<file path="src/rtl/adder_pkg.sv">
// Shared types and constant functions for the multi-operand adder pipeline.
package adder_pkg;

  // Sideband that travels alongside each operand set through the stages.
  typedef struct packed {
    logic sgn;
    logic sat;
    logic vld;
  } side_t;

  // Internal width: enough headroom for the sum of n sign-extended operands.
  function automatic int unsigned int_width(int unsigned w, int unsigned n);
    return w + $clog2(n) + 1;
  endfunction

  // Operand count after one 3:2 compressor level.
  function automatic int unsigned next_cnt(int unsigned n);
    return 2 * (n / 3) + (n % 3);
  endfunction

  // Number of compressor levels needed to reduce n operands to two.
  function automatic int unsigned num_levels(int unsigned n);
    int unsigned c = n;
    int unsigned l = 0;
    while (c > 2) begin
      c = next_cnt(c);
      l++;
    end
    return l;
  endfunction

  // Operand count entering tree level lvl.
  function automatic int unsigned cnt_at(int unsigned n, int unsigned lvl);
    int unsigned c = n;
    for (int unsigned i = 0; i < lvl; i++) c = next_cnt(c);
    return c;
  endfunction

  // First tree level evaluated in pipeline stage s; levels spread evenly.
  function automatic int unsigned first_level(int unsigned levels, int unsigned depth,
                                              int unsigned s);
    return (s * levels) / depth;
  endfunction

  // Signed clamp values, right-aligned in 64 bits.
  function automatic logic [63:0] sat_pos(int unsigned w);
    return (64'd1 << (w - 1)) - 64'd1;
  endfunction

  function automatic logic [63:0] sat_neg(int unsigned w);
    return 64'd1 << (w - 1);
  endfunction

endpackage

</file>
<file path="src/rtl/csa_row.sv">
// One row of 3:2 carry-save compressors; carry is returned pre-shifted by one.
module csa_row #(
  parameter int unsigned Width = 8
) (
  input  logic [Width-1:0] x,
  input  logic [Width-1:0] y,
  input  logic [Width-1:0] z,
  output logic [Width-1:0] s,
  output logic [Width-1:0] c
);

  // Bitwise full adders; the carry out of the top bit falls off (modular sum).
  always_comb begin
    s = x ^ y ^ z;
    c = {(x[Width-2:0] & y[Width-2:0]) | (x[Width-2:0] & z[Width-2:0]) |
         (y[Width-2:0] & z[Width-2:0]), 1'b0};
  end

endmodule

</file>
<file path="src/rtl/d_register.sv">
// Enabled register with synchronous flush and asynchronous active-low reset to zero.
module d_register #(
  parameter int unsigned Width = 1
) (
  input  logic             clk,
  input  logic             rst_n,
  input  logic             en,
  input  logic             flush,
  input  logic [Width-1:0] d,
  output logic [Width-1:0] q
);

  // State update: reset wins, then flush, then load on enable.
  always_ff @(posedge clk or negedge rst_n) begin
    if (!rst_n) begin
      q <= '0;
    end else if (flush) begin
      q <= '0;
    end else if (en) begin
      q <= d;
    end
  end

endmodule

</file>
<file path="src/rtl/multi_operand_adder_pipe.sv">
// Pipelined N-operand adder: CSA tree spread over _DEPTH stages, final CPA,
// overflow detection and optional saturation in the last stage.
module multi_operand_adder_pipe
  import adder_pkg::*;
#(
  parameter int unsigned _W     = 32,
  parameter int unsigned _N     = 4,
  parameter int unsigned _DEPTH = 2
) (
  input  logic              clk,
  input  logic              rst_n,
  input  logic              in_vld,
  output logic              in_rdy,
  input  logic [_N*_W-1:0]  a,
  input  logic              sgn,
  input  logic              sat,
  output logic [_W-1:0]     sum,
  output logic              ovf,
  output logic              out_vld,
  input  logic              out_rdy
);

  localparam int unsigned IW = int_width(_W, _N);
  localparam int unsigned L  = num_levels(_N);
  localparam int unsigned LA = (L > 0) ? L : 1;
  localparam logic [63:0] SatPos64 = sat_pos(_W);
  localparam logic [63:0] SatNeg64 = sat_neg(_W);

  logic          adv;
  logic [IW-1:0] stage_in  [_DEPTH][_N];
  logic [IW-1:0] stage_out [_DEPTH][_N];
  side_t         side_in   [_DEPTH];
  logic [IW-1:0] lvl_in    [LA][_N];
  logic [IW-1:0] lvl_out   [LA][_N];

  // Whole pipeline advances together whenever the output slot is free.
  assign adv    = out_rdy | ~out_vld;
  assign in_rdy = adv;

  // Stage-0 operands extended to the internal width per sgn.
  for (genvar k = 0; k < _N; k++) begin : g_ext
    logic [_W-1:0] op;
    assign op             = a[k*_W +: _W];
    assign stage_in[0][k] = {{(IW - _W){sgn & op[_W-1]}}, op};
  end
  assign side_in[0] = '{sgn: sgn, sat: sat, vld: in_vld & adv};

  // Compressor tree levels.
  for (genvar l = 0; l < L; l++) begin : g_lvl
    localparam int unsigned Cin  = cnt_at(_N, l);
    localparam int unsigned Grp  = Cin / 3;
    localparam int unsigned Cout = next_cnt(Cin);
    for (genvar g = 0; g < Grp; g++) begin : g_csa
      csa_row #(.Width(IW)) u_csa (
        .x(lvl_in[l][3*g]),
        .y(lvl_in[l][3*g+1]),
        .z(lvl_in[l][3*g+2]),
        .s(lvl_out[l][2*g]),
        .c(lvl_out[l][2*g+1])
      );
    end
    for (genvar r = 0; r < Cin % 3; r++) begin : g_pass
      assign lvl_out[l][2*Grp+r] = lvl_in[l][3*Grp+r];
    end
    for (genvar k = Cout; k < _N; k++) begin : g_zero
      assign lvl_out[l][k] = '0;
    end
  end

  // Map tree levels onto pipeline stages; a stage with no level just forwards.
  for (genvar s = 0; s < _DEPTH; s++) begin : g_stage
    localparam int unsigned Lb = first_level(L, _DEPTH, s);
    localparam int unsigned Le = first_level(L, _DEPTH, s + 1);
    if (Le > Lb) begin : g_tree
      for (genvar k = 0; k < _N; k++) begin : g_k
        assign lvl_in[Lb][k]   = stage_in[s][k];
        assign stage_out[s][k] = lvl_out[Le-1][k];
      end
      for (genvar l = Lb + 1; l < Le; l++) begin : g_chain
        for (genvar k = 0; k < _N; k++) begin : g_k
          assign lvl_in[l][k] = lvl_out[l-1][k];
        end
      end
    end else begin : g_fwd
      for (genvar k = 0; k < _N; k++) begin : g_k
        assign stage_out[s][k] = stage_in[s][k];
      end
    end
  end

  // Inter-stage registers; data loads only for valid sets, valid shifts on adv.
  for (genvar s = 1; s < _DEPTH; s++) begin : g_reg
    logic [_N*IW+1:0] d;
    logic [_N*IW+1:0] q;
    logic             vld_q;
    for (genvar k = 0; k < _N; k++) begin : g_k
      assign d[k*IW +: IW] = stage_out[s-1][k];
      assign stage_in[s][k] = q[k*IW +: IW];
    end
    assign d[_N*IW +: 2] = {side_in[s-1].sgn, side_in[s-1].sat};
    d_register #(.Width(_N*IW+2)) u_data (
      .clk(clk), .rst_n(rst_n), .en(adv & side_in[s-1].vld), .flush(1'b0), .d(d), .q(q)
    );
    d_register #(.Width(1)) u_vld (
      .clk(clk), .rst_n(rst_n), .en(adv), .flush(1'b0), .d(side_in[s-1].vld), .q(vld_q)
    );
    assign side_in[s] = '{sgn: q[_N*IW+1], sat: q[_N*IW], vld: vld_q};
  end

  side_t         fin;
  logic [IW-1:0] total;
  logic [IW-_W:0]   hi_s;
  logic [IW-_W-1:0] hi_u;
  logic          ovf_d;
  logic [_W-1:0] sum_d;
  logic [_W:0]   out_q;

  assign fin = side_in[_DEPTH-1];

  // Final carry-propagate add, range check and clamp.
  always_comb begin
    total = stage_out[_DEPTH-1][0] + stage_out[_DEPTH-1][1];
    hi_s  = total[IW-1:_W-1];
    hi_u  = total[IW-1:_W];
    // Signed fits iff the bits above the sign are all copies of it.
    ovf_d = fin.sgn ? ~((&hi_s) | ~(|hi_s)) : (|hi_u);
    sum_d = total[_W-1:0];
    if (fin.sat && ovf_d) begin
      if (!fin.sgn)        sum_d = '1;
      else if (total[IW-1]) sum_d = SatNeg64[_W-1:0];
      else                 sum_d = SatPos64[_W-1:0];
    end
  end

  d_register #(.Width(_W+1)) u_out (
    .clk(clk), .rst_n(rst_n), .en(adv & fin.vld), .flush(1'b0), .d({ovf_d, sum_d}), .q(out_q)
  );
  d_register #(.Width(1)) u_out_vld (
    .clk(clk), .rst_n(rst_n), .en(adv), .flush(1'b0), .d(fin.vld), .q(out_vld)
  );

  assign sum = out_q[_W-1:0];
  assign ovf = out_q[_W];

endmodule

</file>
<file path="config.mk">
export PLATFORM = sky130hd
export DESIGN_NAME = multi_operand_adder_pipe
export DESIGN_NICKNAME = d
export VERILOG_FILES = /design/src/rtl/adder_pkg.sv /design/src/rtl/csa_row.sv /design/src/rtl/d_register.sv /design/src/rtl/multi_operand_adder_pipe.sv
export SDC_FILE = /design/constraint.sdc
export NUM_CORES = 1
export LEC_CHECK = 0
export CORE_UTILIZATION = 50
export DETAILED_ROUTE_END_ITERATION = 8
export HOLD_SLACK_MARGIN = 0.02
export PLACE_DENSITY = 0.75
export SLEW_MARGIN = 20
export SYNTH_ARGS = -nofsm -noshare
export SYNTH_HDL_FRONTEND = slang
export SYNTH_SLANG_ARGS = --single-unit
</file>
<file path="constraint.sdc">
create_clock -name clk -period 6.5 [get_ports clk]
set_input_delay 0.65 -clock clk [delete_from_list [all_inputs] [get_ports clk]]
set_output_delay 0.65 -clock clk [all_outputs]
set_load 0.005 [all_outputs]
</file>
==> flow_results.xml, run 1 <==
<?xml version="1.0" encoding="UTF-8"?>
<metrics>
  <group name="yosys">
    <metric name="synth_edf_count" unit="">0</metric>
    <metric name="seq_area_frac_synth" unit="%">39.89</metric>
    <metric name="yosys.cell_count.top_type" unit="">dfrtp_1</metric>
    <metric name="ys_top_cells_by_count" unit="">dfrtp_1 (136), mux2_2 (102), fa_1 (67)</metric>
    <metric name="post_synthesis_instance_total" unit="">691</metric>
    <metric name="synth_top_area_share" unit="%">39.89</metric>
    <metric name="ys_ff_latch" unit="">136</metric>
    <metric name="mappedNetlistArea" unit="sq um">8531</metric>
    <metric name="ys.flop_type" unit="">dfrtp_1</metric>
    <metric name="synth_top_area_cell" unit="">dfrtp_1</metric>
    <metric name="post_syn_area_per_cell" unit="sq um">12.35</metric>
    <metric name="number_of_nets_in_the_synthesized_netlist" unit="">926</metric>
    <metric name="synth_warnings" unit="">0</metric>
    <metric name="number_of_distinct_library_cells_after_synthesis" unit="">59</metric>
    <metric name="netlist_top_cells_area" unit="">dfrtp_1 (40%), fa_1 (16%), mux2_2 (13%)</metric>
    <metric name="synth-async-reset-ratio" unit="%">100.0</metric>
  </group>
  <group name="cells_and_area">
    <metric name="synthToLayoutAreaGrowth" unit="%">28.72</metric>
    <metric name="nets" unit="">1081</metric>
    <metric name="drive_gt1_share" unit="%">17.11</metric>
    <metric name="finalNonFillerCells" unit="">1079</metric>
    <metric name="stdcell_area" unit="sq um">10980</metric>
    <metric name="antennaDiodeCount" unit="">0</metric>
  </group>
  <group name="route">
    <metric name="wl_met2" unit="um">9537</metric>
    <metric name="firstDrtPassIters" unit="">5</metric>
    <metric name="route.antenna.remaining_nets" unit="">0</metric>
    <metric name="maxUsedRoutingLayer" unit="">met4</metric>
    <metric name="routed_wire_length_per_instance" unit="um">17.60</metric>
    <metric name="detail_route.iter0.violations" unit="">287</metric>
    <metric name="wirelength" unit="um">18990</metric>
    <metric name="detailroute.wirelength.met3" unit="um">854</metric>
    <metric name="avgViaCountPerCell" unit="">5.701</metric>
    <metric name="route.vias.total" unit="">6151</metric>
    <metric name="drc" unit="">0</metric>
    <metric name="wl_met1" unit="um">8390</metric>
  </group>
  <group name="worst_setup_path">
    <metric name="worst_path_largest_cell_delay" unit="ns">0.75</metric>
    <metric name="setup.worst_path.class" unit="">reg -&gt; reg</metric>
    <metric name="start_kind" unit="">register</metric>
    <metric name="critical_path.endpoint" unit="">u_out.q[17]</metric>
    <metric name="worst_ep_required_time" unit="ns">6.85</metric>
    <metric name="critPathSlowestCell" unit="">a31oi_4</metric>
    <metric name="timing.critical_path.buf_inv" unit="">0</metric>
    <metric name="path_max_fanout" unit="">31</metric>
    <metric name="type_of_element_capturing_the_critical_path" unit="">register</metric>
    <metric name="cp_data_arrival_time" unit="ns">5.19</metric>
    <metric name="crit-reg2reg-capture" unit="">u_out.q[17]</metric>
    <metric name="regToRegSetupSlack" unit="ns">1.66</metric>
    <metric name="timing.critical_path.depth" unit="">11</metric>
    <metric name="timing.critical_path.max_delay_family" unit="">compound AO/OA/AOI/OAI gates</metric>
    <metric name="worstPathCellList" unit="">fa_1 &gt; ha_1 &gt; nand4_4 &gt; or3_4 &gt; or4_4 &gt; o21ai_2 &gt; a211oi_1 &gt; o311a_1 &gt; a2111o_1 &gt; a31oi_4 &gt; a311o_1</metric>
    <metric name="crit_start" unit="">g_reg[1].u_data.q[90]</metric>
    <metric name="rr_startpoint" unit="">g_reg[1].u_data.q[90]</metric>
    <metric name="reg2regPathDepth" unit="">11</metric>
  </group>
  <group name="power">
    <metric name="power.share.sequential" unit="%">23.7</metric>
    <metric name="p_sw" unit="mW">2.212</metric>
    <metric name="combPwrFrac" unit="%">57.2</metric>
    <metric name="power_report.internal_total" unit="mW">3.182</metric>
    <metric name="irDropWorstVdd" unit="uV">257.6</metric>
    <metric name="power_density" unit="nW/um^2">491.2</metric>
    <metric name="p_leak" unit="nW">4.550</metric>
    <metric name="power_switching_share" unit="%">41.02</metric>
    <metric name="power_frac_clock" unit="%">19.1</metric>
  </group>
  <group name="clock_tree">
    <metric name="depth_of_the_cts_h_tree" unit="">4</metric>
    <metric name="clkSinkCount" unit="">136</metric>
    <metric name="cts_buffers" unit="">17</metric>
    <metric name="clock_tree_root_buffer_cell" unit="">clkbuf_16</metric>
    <metric name="tritoncts_clock_tree" unit="">built</metric>
    <metric name="cts_setup_buffers" unit="">0</metric>
    <metric name="postCtsHoldBufs" unit="">0</metric>
    <metric name="cts_resized" unit="">0</metric>
    <metric name="number_of_buffers_between_clock_root_and_the_deepest_sink" unit="">2</metric>
    <metric name="worstSkewPairLatency" unit="ns">0.42</metric>
    <metric name="cts.clk_slew.worst_paths" unit="ns">0.06</metric>
  </group>
  <group name="timing">
    <metric name="finalHoldViolCount" unit="">0</metric>
    <metric name="setup_viol" unit="">0</metric>
    <metric name="totalNegativeSetupSlack" unit="ns">0</metric>
    <metric name="finalWorstSetupSlack" unit="ns">1.656</metric>
    <metric name="maxClockFrequency" unit="MHz">206.5</metric>
    <metric name="timing.final.max_slew_violations" unit="">0</metric>
    <metric name="post_route_clock_period_utilization" unit="%">74.52</metric>
    <metric name="max_slew_margin" unit="%">38.85</metric>
    <metric name="timing_worst_slew_pin_value" unit="ns">0.9173</metric>
    <metric name="final.min_clock_period" unit="ns">4.844</metric>
    <metric name="rsz0062_at_grt" unit="">no</metric>
    <metric name="final.setup_skew" unit="ns">0.01360</metric>
  </group>
  <group name="placed_design">
    <metric name="postPlaceCellArea" unit="sq um">10350</metric>
    <metric name="placedCellCount" unit="">1047</metric>
    <metric name="gp_congestion" unit="">0.8651</metric>
    <metric name="placement.setup.worst_slack" unit="ns">1.709</metric>
    <metric name="dp_hpwl" unit="um">14460</metric>
    <metric name="buffer_ports.inserted" unit="">168</metric>
  </group>
  <group name="min_path">
    <metric name="hp-class" unit="">in -&gt; async</metric>
  </group>
  <group name="grt">
    <metric name="grt_pass1_wl" unit="um">32480</metric>
    <metric name="pin_count_of_the_biggest_net_entering_global_routing" unit="">104</metric>
    <metric name="number_of_global_route_vias_before_repair" unit="">6610</metric>
    <metric name="grt_remaining_overflow" unit="">0</metric>
    <metric name="number_of_antenna_violations_at_the_first_check_in_global_routing" unit="">0</metric>
    <metric name="grt_usage" unit="%">23.31</metric>
  </group>
  <group name="die">
    <metric name="initial_core_util" unit="%">51.26</metric>
    <metric name="die_area" unit="sq um">17590</metric>
    <metric name="placementRows" unit="">47</metric>
    <metric name="die_h" unit="um">132.6</metric>
    <metric name="chipWidth" unit="um">132.6</metric>
    <metric name="io-pin-count" unit="">169</metric>
    <metric name="core_area" unit="sq um">16640</metric>
  </group>
  <group name="flow_run">
    <metric name="drv_cap" unit="">0</metric>
  </group>
  <group name="run_status">
    <metric name="outcome" unit="">finished clean</metric>
  </group>
</metrics>
## power groups by stage
stage | logic, mW | clock network [mW] | registers [mW]
2_1_floorplan | 2.19 | 0 | 1.25
3_3_place_gp | 2.97 | 0 | 1.28
3_5_place_dp | 3.05 | 0 | 1.29
4_1_cts | 3.08 | 1.05 | 1.28
5_1_grt | 3.41 | 1.09 | 1.31
6_report | 3.09 | 1.03 | 1.28
## worst register-to-register path: stages, from the launching register on
cell      delay, ns
dfrtp_1        0.41
fa_1           0.48
ha_1           0.53
nand4_4        0.16
or3_4          0.44
or4_4          0.52
o21ai_2        0.19
a211oi_1       0.14
o311a_1        0.39
a2111o_1       0.49
a31oi_4        0.75
a311o_1        0.29
## cell families (layout without fill, tap and decap cells)
group	Yosys count	count (layout)	share of synthesized area [%]
mux	103	103	13.58
xor+xnor	26	26	2.669
fa+ha+maj	101	101	20.71
compound gates	147	147	12.64
simple gates	132	132	7.920
flops	136	136	39.89
buf+inv	46	214	2.581
## worst min path at each step
stage                               startpoint                    end  slack [ns]  cells past startpoint
after floorplan                          rst_n   g_reg[1].u_data.q[0]        0.35                      0
after global placement    g_reg[1].u_data.q[0]   g_reg[1].u_data.q[0]        0.49                      1
after detailed placement            u_out.q[4]             u_out.q[4]        0.51                      1
after CTS                                rst_n  g_reg[1].u_data.q[49]        0.19                      1
after global routing                     rst_n  g_reg[1].u_data.q[48]        0.21                      1
final                                    rst_n  g_reg[1].u_data.q[13]        0.17                      1
## cells in the final DEF (no fill, tap or decap), types with 8 or more instances in the layout
cell type,n
a21o_1,11
a21oi_1,34
a221o_1,31
clkbuf_16,17
clkdlybuf4s50_1,167
dfrtp_1,136
fa_1,67
ha_1,34
inv_1,12
mux2_2,102
nand2_1,35
nand3_1,8
nor2_1,33
nor3_1,12
o21ai_0,21
xnor2_1,18
xor2_1,8
## layer usage
metal	vias to the layer above	GRT usage, %
li1	2839	-
met5	-	0
met4	0	6.577
met3	19	4.559
met2	201	39.24
met1	3092	30.76
## stage by stage
stage                     total power [mW]  util [%]  hold WS (ns)
after floorplan                      3.436         -        0.3544
after global placement               4.253     62.16        0.4949
after detailed placement             4.342     62.18        0.5060
after global routing                 5.808     65.98        0.2106
after CTS                            5.406     65.93        0.1905
final                                5.394     65.98        0.1748
## sequential cells by signal, summed over array words and instances (netlist names)
| register | count |
|---|---|
| u_out_vld.q | 1 |
| g.u_vld.q | 1 |
| g.u_data.q | 101 |
| u_out.q | 33 |
## cell type report
type / count / area [sq um]
Multi-Input combinational cell: 509 / 4927
Timing Repair Buffer: 170 / 1705
Sequential cell: 136 / 3403
Tap cell: 220 / 275.3
Clock buffer: 18 / 429.2
Fill cell: 1248 / 5662
Inverter: 12 / 45.04
Clock inverter: 14 / 195.2
Note: power is estimated with default switching activity, not from simulation.
==> inputs of run 2 (changes only) <==
==> constraint.sdc (replaced) <==
create_clock -name clk -period 4.9 [get_ports clk]
set_input_delay 0.49 -clock clk [delete_from_list [all_inputs] [get_ports clk]]
set_output_delay 0.49 -clock clk [all_outputs]
set_load 0.005 [all_outputs]
==> flow_results.xml, run 2 (synthesis gave the netlist of run 1 again) <==
<?xml version="1.0" encoding="UTF-8"?>
<metrics>
  <group name="run_status">
    <metric name="outcome" unit="">finished clean</metric>
  </group>
  <group name="cells_and_area">
    <metric name="max_flop_register" unit="">g.u_data.q</metric>
    <metric name="drive_gt1_share" unit="%">17.48</metric>
    <metric name="number_of_flip_flops_under_the_largest_register_name" unit="">101</metric>
    <metric name="nets" unit="">1086</metric>
    <metric name="final_core_utilization" unit="%">66.09</metric>
    <metric name="antennaDiodeCount" unit="">0</metric>
    <metric name="synthToLayoutAreaGrowth" unit="%">28.92</metric>
    <metric name="most_common_cell_after_layout_fill_and_taps_aside" unit="">clkdlybuf4s50_1</metric>
    <metric name="commonest_cells_after_routing_fill_and_taps_aside" unit="">clkdlybuf4s50_1 (167), dfrtp_1 (136), mux2_2 (102)</metric>
    <metric name="top_regs" unit="">g.u_data.q (101), u_out.q (33)</metric>
  </group>
  <group name="clock_tree">
    <metric name="clkSinkCount" unit="">136</metric>
    <metric name="cts_buffers" unit="">17</metric>
    <metric name="cts_resized" unit="">0</metric>
    <metric name="depth_of_the_cts_h_tree" unit="">4</metric>
    <metric name="number_of_buffers_between_clock_root_and_the_deepest_sink" unit="">2</metric>
    <metric name="cts_setup_buffers" unit="">0</metric>
    <metric name="cts.clk_slew.worst_paths" unit="ns">0.06</metric>
    <metric name="clock_tree_root_buffer_cell" unit="">clkbuf_16</metric>
    <metric name="tritoncts_clock_tree" unit="">built</metric>
    <metric name="worstSkewPairLatency" unit="ns">0.42</metric>
    <metric name="postCtsHoldBufs" unit="">0</metric>
  </group>
  <group name="die">
    <metric name="initial_core_util" unit="%">51.26</metric>
    <metric name="die_h" unit="um">132.6</metric>
    <metric name="placementRows" unit="">47</metric>
    <metric name="io-pin-count" unit="">169</metric>
    <metric name="chipWidth" unit="um">132.6</metric>
    <metric name="core_area" unit="sq um">16640</metric>
    <metric name="die_area" unit="sq um">17590</metric>
  </group>
  <group name="power">
    <metric name="power.share.sequential" unit="%">23.8</metric>
    <metric name="irDropWorstVdd" unit="uV">331.2</metric>
    <metric name="power_report.internal_total" unit="mW">4.185</metric>
    <metric name="combPwrFrac" unit="%">57.6</metric>
    <metric name="power_switching_share" unit="%">41.50</metric>
    <metric name="power_frac_clock" unit="%">18.6</metric>
    <metric name="p_leak" unit="nW">4.559</metric>
    <metric name="p_sw" unit="mW">2.968</metric>
    <metric name="power.total" unit="mW">7.154</metric>
    <metric name="power_density" unit="nW/um^2">650.4</metric>
  </group>
  <group name="placed_design">
    <metric name="buffer_ports.inserted" unit="">168</metric>
    <metric name="dp_hpwl" unit="um">14740</metric>
    <metric name="gp_congestion" unit="">0.8855</metric>
    <metric name="placement.setup.worst_slack" unit="ns">0.4774</metric>
  </group>
  <group name="worst_setup_path">
    <metric name="worst_path_largest_cell_delay" unit="ns">0.52</metric>
    <metric name="reg2regPathDepth" unit="">12</metric>
    <metric name="type_of_element_capturing_the_critical_path" unit="">register</metric>
    <metric name="worst_ep_required_time" unit="ns">5.20</metric>
    <metric name="timing.critical_path.buf_inv" unit="">1</metric>
    <metric name="timing.critical_path.max_delay_family" unit="">compound AO/OA/AOI/OAI gates</metric>
    <metric name="setup.worst_path.class" unit="">reg -&gt; reg</metric>
    <metric name="crit_start" unit="">g_reg[1].u_data.q[90]</metric>
    <metric name="regToRegSetupSlack" unit="ns">0.43</metric>
    <metric name="worstPathCellList" unit="">fa_1 &gt; ha_1 &gt; nand4_4 &gt; or3_4 &gt; or4_4 &gt; o21ai_2 &gt; a211oi_1 &gt; o311a_1 &gt; a2111o_1 &gt; and2_1 &gt; buf_4 &gt; a221o_1</metric>
    <metric name="critPathSlowestCell" unit="">ha_1</metric>
    <metric name="path_max_fanout" unit="">16</metric>
    <metric name="cp_data_arrival_time" unit="ns">4.77</metric>
    <metric name="rr_startpoint" unit="">g_reg[1].u_data.q[90]</metric>
    <metric name="start_kind" unit="">register</metric>
    <metric name="crit-reg2reg-capture" unit="">u_out.q[12]</metric>
  </group>
  <group name="timing">
    <metric name="setup_viol" unit="">0</metric>
    <metric name="post_route_clock_period_utilization" unit="%">91.22</metric>
    <metric name="final.min_clock_period" unit="ns">4.470</metric>
    <metric name="finalWorstSetupSlack" unit="ns">0.4304</metric>
    <metric name="finalHoldViolCount" unit="">0</metric>
    <metric name="totalNegativeSetupSlack" unit="ns">0</metric>
    <metric name="max_slew_margin" unit="%">44.94</metric>
    <metric name="rsz0062_at_grt" unit="">no</metric>
    <metric name="final.setup_skew" unit="ns">0.008050</metric>
    <metric name="timing_worst_slew_pin_value" unit="ns">0.8259</metric>
    <metric name="maxClockFrequency" unit="MHz">223.7</metric>
    <metric name="worst_hold_slack" unit="ns">0.08492</metric>
    <metric name="timing.final.max_slew_violations" unit="">0</metric>
  </group>
  <group name="route">
    <metric name="route.vias.total" unit="">6077</metric>
    <metric name="route.antenna.remaining_nets" unit="">0</metric>
    <metric name="detailroute.wirelength.met3" unit="um">1131</metric>
    <metric name="routed_wire_length_per_instance" unit="um">17.28</metric>
    <metric name="maxUsedRoutingLayer" unit="">met4</metric>
    <metric name="avgViaCountPerCell" unit="">5.606</metric>
    <metric name="wl_met1" unit="um">8094</metric>
    <metric name="firstDrtPassIters" unit="">4</metric>
    <metric name="detail_route.iter0.violations" unit="">401</metric>
    <metric name="drc" unit="">0</metric>
    <metric name="wl_met2" unit="um">9173</metric>
    <metric name="wirelength" unit="um">18730</metric>
  </group>
  <group name="grt">
    <metric name="pin_count_of_the_biggest_net_entering_global_routing" unit="">88</metric>
    <metric name="grt_usage" unit="%">23.30</metric>
    <metric name="number_of_antenna_violations_at_the_first_check_in_global_routing" unit="">0</metric>
    <metric name="grt_remaining_overflow" unit="">0</metric>
    <metric name="number_of_global_route_vias_before_repair" unit="">6522</metric>
    <metric name="grt_pass1_wl" unit="um">32300</metric>
  </group>
  <group name="min_path">
    <metric name="hp-class" unit="">in -&gt; async</metric>
  </group>
  <group name="flow_run">
    <metric name="drv_cap" unit="">0</metric>
  </group>
</metrics>
## run 2: changes by cell type in the layout (fill, tap and decap cells not counted)
cell	change
buf_4	+7
buf_6	-2
clkinv_2	-2
clkinvlp_4	+2
and2_1	+1
and2_2	-1
bufinv_16	-1
clkbuf_1	-1
inv_6	+1
inv_8	+1
nand2_1	+1
nand2_2	-1
## run 2: stage by stage
stage	cells	area, sq um
floorplan	691	8531
global placement	1052	10380
detailed placement	1052	10380
CTS	1084	11000
global route	1084	11000
finish	1084	11000
## run 2: area by class of cell
cell class | instances | area [sq um]
Timing Repair Buffer | 175 | 1735
Fill cell | 1217 | 5644
Inverter | 12 | 45.04
Multi-Input combinational cell | 509 | 4923
Sequential cell | 136 | 3403
Clock buffer | 17 | 425.4
Tap cell | 220 | 275.3
Clock inverter | 15 | 190.2
## run 2: how the worst max path moves through the flow
stage / end / slack (ns) / cells past startpoint
3_5_place_dp: u_out.q[12] / 0.48 / 12
4_1_cts: u_out.q[12] / 0.44 / 12
2_1_floorplan: u_out.q[18] / 0.79 / 14
5_1_grt: u_out.q[1] / 0.26 / 12
3_3_place_gp: u_out.q[10] / 0.58 / 12
6_report: u_out.q[12] / 0.43 / 12
## run 2: power by group through the flow
| stage | Sequential, mW | Clock (mW) | Combinational, mW |
|---|---|---|---|
| floorplan | 1.66 | 0 | 2.90 |
| global placement | 1.70 | 0 | 3.98 |
| detailed placement | 1.72 | 0 | 4.08 |
| CTS | 1.70 | 1.36 | 4.11 |
| global route | 1.75 | 1.40 | 4.56 |
| finish | 1.70 | 1.33 | 4.12 |
## run 2: routing by layer
layer  up-vias  global-route usage (%)
li1       2856                       -
met1      3005                   30.61
met2       188                   38.04
met3        28                   5.747
met4         0                   7.471
met5         -                       0
